**src/rtl/instruction_queue.sv**
```systemverilog
// instruction_queue: fetch-to-decode FIFO with opcode tap; define INSTRUCTION_QUEUE_BYPASS_EN for empty-queue bypass
// Ports: clk, rst (sync, active-high), flush; in_valid/ins_in/in_ready (fetch side); out_valid/out_ready/ins_out/opcode (decode side); count (entries held)
module instruction_queue #(
  parameter int INS_W = 10,
  parameter int DEPTH = 4,
  parameter int OPC_W = 4
) (
  input  logic                       clk,
  input  logic                       rst,
  input  logic                       flush,
  input  logic                       in_valid,
  input  logic [INS_W-1:0]           ins_in,
  output logic                       in_ready,
  output logic                       out_valid,
  input  logic                       out_ready,
  output logic [INS_W-1:0]           ins_out,
  output logic [OPC_W-1:0]           opcode,
  output logic [$clog2(DEPTH+1)-1:0] count
);
  localparam int AW = $clog2(DEPTH);
  localparam int CW = $clog2(DEPTH+1);
  logic [INS_W-1:0] mem_q [DEPTH];
  logic [INS_W-1:0] mem_d [DEPTH];
  logic [AW-1:0] wr_q, wr_d, rd_q, rd_d;
  logic [CW-1:0] count_q, count_d;
  logic empty, byp, push, pop, st_push, st_pop;
  logic [INS_W-1:0] byp_word;
  assign empty = count_q == '0;
`ifdef INSTRUCTION_QUEUE_BYPASS_EN
  assign byp      = empty & in_valid & ~flush;
  assign byp_word = ins_in;
`else
  assign byp      = 1'b0;
  assign byp_word = '0;
`endif
  assign in_ready  = (count_q < CW'(DEPTH)) & ~flush;
  assign out_valid = (~empty & ~flush) | byp;
  assign ins_out   = ~out_valid ? '0 : empty ? byp_word : mem_q[rd_q];
  assign opcode    = ins_out[INS_W-1 -: OPC_W];
  assign count     = count_q;
  assign push      = in_valid & in_ready;
  assign pop       = out_valid & out_ready;
  // A bypassed word taken in the same cycle never touches storage
  assign st_push   = push & ~(byp & out_ready);
  assign st_pop    = pop & ~byp;
  always_comb begin
    mem_d = mem_q;
    if (st_push) mem_d[wr_q] = ins_in;
    wr_d    = flush ? '0 : st_push ? wr_q + AW'(1) : wr_q;
    rd_d    = flush ? '0 : st_pop ? rd_q + AW'(1) : rd_q;
    count_d = flush ? '0 : count_q + CW'(st_push) - CW'(st_pop);
  end
  always_ff @(posedge clk) begin
    if (rst) begin
      wr_q    <= '0;
      rd_q    <= '0;
      count_q <= '0;
    end else begin
      wr_q    <= wr_d;
      rd_q    <= rd_d;
      count_q <= count_d;
    end
  end
  always_ff @(posedge clk) mem_q <= mem_d;
endmodule

```
**config.mk**
```make
export PLATFORM = sky130hd
export DESIGN_NAME = instruction_queue
export DESIGN_NICKNAME = d
export VERILOG_FILES = /design/src/rtl/instruction_queue.sv
export SDC_FILE = /design/constraint.sdc
export NUM_CORES = 1
export LEC_CHECK = 0
export CAP_MARGIN = 20
export CORE_MARGIN = 5
export CORE_UTILIZATION = 45
export DETAILED_ROUTE_END_ITERATION = 10
export PLACE_DENSITY = 0.7
export REMOVE_ABC_BUFFERS = 1
export SYNTH_ARGS = -nofsm -noshare
export SYNTH_HDL_FRONTEND = slang
export SYNTH_SLANG_ARGS = --single-unit
```
**constraint.sdc**
```tcl
create_clock -name clk -period 2.8 [get_ports clk]
set_input_delay 0.42 -clock clk [delete_from_list [all_inputs] [get_ports clk]]
set_output_delay 0.42 -clock clk [all_outputs]
set_load 0.02 [all_outputs]
```
==> insert_results.sql <==
INSERT INTO impl_metrics (metric_group, metric, value, unit) VALUES
('power', 'switching_power', '0.2724', 'mW'),
('cts', 'tritoncts_num_sinks', '47', ''),
('cts', 'cts_root_buf', 'clkbuf_8', ''),
('setup_path', 'setup.worst_path.end_class', 'primary output', ''),
('floorplanning', 'start_util', '46.12', '%'),
('power', 'vdd_drop_max', '0.3357', 'mV'),
('global_route', 'grt_pass1_vias', '1137', ''),
('logic_synthesis', 'synth_enable_flop_cells', '40', ''),
('cts', 'buffer_depth_of_the_longest_clock_path', '2', ''),
('sta', 'grt_setup_unrepaired', 'false', ''),
('cts', 'cts_htree_levels', '2', ''),
('sta', 'achievable-frequency', '0.3827', 'GHz'),
('logic_synthesis', 'synth-warning-count', '0', ''),
('cts', 'clock_latency', '0.30', 'ns'),
('drt', 'detail_route.wirelength', '3303', 'um'),
('logic_synthesis', 'synth.cells.most_frequent', 'edfxtp_1, and2_1, dfxtp_1, inv_1, mux4_2', ''),
('logic_synthesis', 'synth.avg_cell_area', '17.49', 'um2'),
('sta', 'timing.final.hold_violations', '0', ''),
('logic_synthesis', 'synthCells', '114', ''),
('global_route', 'grt_first_pass_wirelength', '5478', 'um'),
('sta', 'finalCriticalPeriod', '2.613', 'ns'),
('sta', 'timing_max_transition_violations_final', '0', ''),
('sta', 'timing.clock.skew', '0.006088', 'ns'),
('power', 'static-leakage-power', '0.8219', 'nW'),
('sta', 'setup-violations-final', '0', ''),
('floorplanning', 'die_h', '76.58', 'um'),
('floorplanning', 'placement_rows', '24', ''),
('floorplanning', 'top_level_ports', '34', ''),
('placed_design', 'detailedPlacementHpwl', '2323', 'um'),
('floorplanning', 'fp.coreArea', '4324', 'um2'),
('logic_synthesis', 'synth.most_common_cell', 'edfxtp_1', ''),
('status', 'outcome', 'completed', ''),
('setup_path', 'timing_worst_setup_path_type', 'flop to primary output', ''),
('cells_and_area', 'layout.filler_cells', '354', ''),
('power', 'cell_internal_pwr', '0.9964', 'mW'),
('drt', 'routed_via_density', '5.178', ''),
('logic_synthesis', 'asyncSetResetFlopFracSynth', '0', '%'),
('cts', 'tritoncts.num_buffers', '5', ''),
('global_route', 'grt_overflow_total', '0', ''),
('sta', 'setup_ws', '0.1868', 'ns'),
('worst_hold_path', 'holdCritPathClass', 'flop to flop', ''),
('cells_and_area', 'final_area', '2444', 'um2'),
('cells_and_area', 'area_used_by_multi_input_combinational_logic', '569.3', 'um2'),
('sta', 'max-slew-margin-rel', '62.65', '%'),
('sta', 'timing_worst_slew_pin_value', '0.5602', 'ns'),
('global_route', 'grt_antenna_before_repair', '0', ''),
('floorplanning', 'fp.dieW', '76.58', 'um'),
('power', 'clock_network_fraction_of_design_power', '31.5', '%'),
('power', 'power.combinational.fraction', '7.5', '%'),
('sta', 'finalSetupTns', '0', 'ns'),
('global_route', 'largest_net_degree_at_the_start_of_global_routing', '16', ''),
('logic_synthesis', 'synthDistinctLibCells', '22', ''),
('cells_and_area', 'regArea', '1343', 'um2'),
('logic_synthesis', 'ys_ff_latch', '47', ''),
('drt', 'routed-via-count', '1046', ''),
('placed_design', 'placedInstanceArea', '2355', 'um2'),
('setup_path', 'worst_ep_required_time', '2.38', 'ns'),
('power', 'power_density', '519.2', 'nW/um2'),
('sta', 'fin_crit_sh', '93.33', '%'),
('global_route', 'grt.total_usage', '12.02', '%'),
('cts', 'tritoncts', 'yes', ''),
('logic_synthesis', 'synthTopCellsByArea', 'edfxtp_1, mux4_2, dfxtp_1, and2_1, mux4_1', ''),
('drt', 'avgRoutedWirePerCell', '16.35', 'um'),
('placed_design', 'routabilityCongestion', '0.7133', ''),
('placed_design', 'numPortBuffers', '33', ''),
('power', 'seq_power_share', '61.1', '%'),
('cts', 'cts_hold_repair.buffers', '0', ''),
('cells_and_area', 'final_nets', '171', ''),
('power', 'sw_frac_of_total', '21.47', '%'),
('drt', 'drt.antenna.violating_nets', '0', ''),
('logic_synthesis', 'synth_top_cell_by_area', 'edfxtp_1', '');
## flip-flops by register name, indices dropped and copies added, names as in the netlist
register / count
count: 3
rd_q: 2
wr_q: 2
mem_q: 40
## layout make-up
class	instances	share of cell area [%]
sequential	47	54.94
clock buffer	5	2.816
tap	52	2.663
timing repair buffer	36	14.44
multi-input combinational	52	23.30
clock inverter	3	0.7681
inverter	7	1.075
## per-layer routing
layer  track usage, %  part of all wire (%)  up-vias
met1            13.74                    41      523
met3            4.846                   5.8        5
met2            20.12                    52       25
met5                0                     0        -
li1                 -                     -      493
met4            4.545                   1.5        0
## path summary, 6_finish.rpt
| check | startpoint | end | slack [ns] | cells past startpoint |
|---|---|---|---|---|
| max | rd_q[0] | ins_out[4] | 0.19 | 3 |
| min | wr_q[1] | wr_q[1] | 0.57 | 2 |
| max reg2reg | count[2] | count[2] | 0.39 | 11 |
| min reg2reg | wr_q[1] | wr_q[1] | 0.57 | 2 |
## cell families after synthesis
kind of cell	after synthesis	synth area share (%)
AOI/OAI and AO/OA	3	1.255
xor gates and xnor gates	4	1.757
adders and majority gates	7	4.768
buffers and inverters	15	4.203
DFF	47	67.25
muxes	11	12.36
and+or+nand+nor	27	8.407
## metrics by stage
| step | util, % | hold slack (ns) | power (mW) | cells |
|---|---|---|---|---|
| after CTS | 56.51 | 0.5763 | 1.283 | 202 |
| after detailed placement | 54.46 | 0.5605 | 0.8867 | 194 |
| after global placement | 54.46 | 0.5510 | 0.8826 | 194 |
| final | 56.51 | 0.5692 | 1.269 | 202 |
| after floorplan | - | 0.4911 | 0.8303 | 106 |
| after global routing | 56.51 | 0.5967 | 1.322 | 202 |
## worst max-delay path: stages (launching register included)
cell and delay (ns):
dfxtp_2 0.59, mux4_1 0.60, and2_1 0.17, clkdlybuf4s50_1 0.53
## placed cells by master (no fill, tap or decap), types with 5 or more instances in the layout
cell type and instances:
edfxtp_1 40, clkdlybuf4s50_1 33, and2_1 16, mux4_2 7
inv_1 6, ha_1 6, dfxtp_1 6, nor3_1 5
clkbuf_8 5
## power by group through the flow
stage / clock, mW / combinational, mW / sequential [mW]
2_1_floorplan: 0 / 0.0389 / 0.791
5_1_grt: 0.443 / 0.104 / 0.776
4_1_cts: 0.412 / 0.0959 / 0.775
3_5_place_dp: 0 / 0.0955 / 0.791
3_3_place_gp: 0 / 0.0923 / 0.790
6_report: 0.399 / 0.0948 / 0.775
## what timing repair did
action / in CTS / in global routing
resized for setup: 1 / 1
gates cloned: 0 / 0
hold endpoints to repair: 0 / 0
setup buffers: 0 / 0
pin swaps: 0 / 0
endpoints found under the setup margin: 14 / 2
Power figures use the tool's default switching activity.
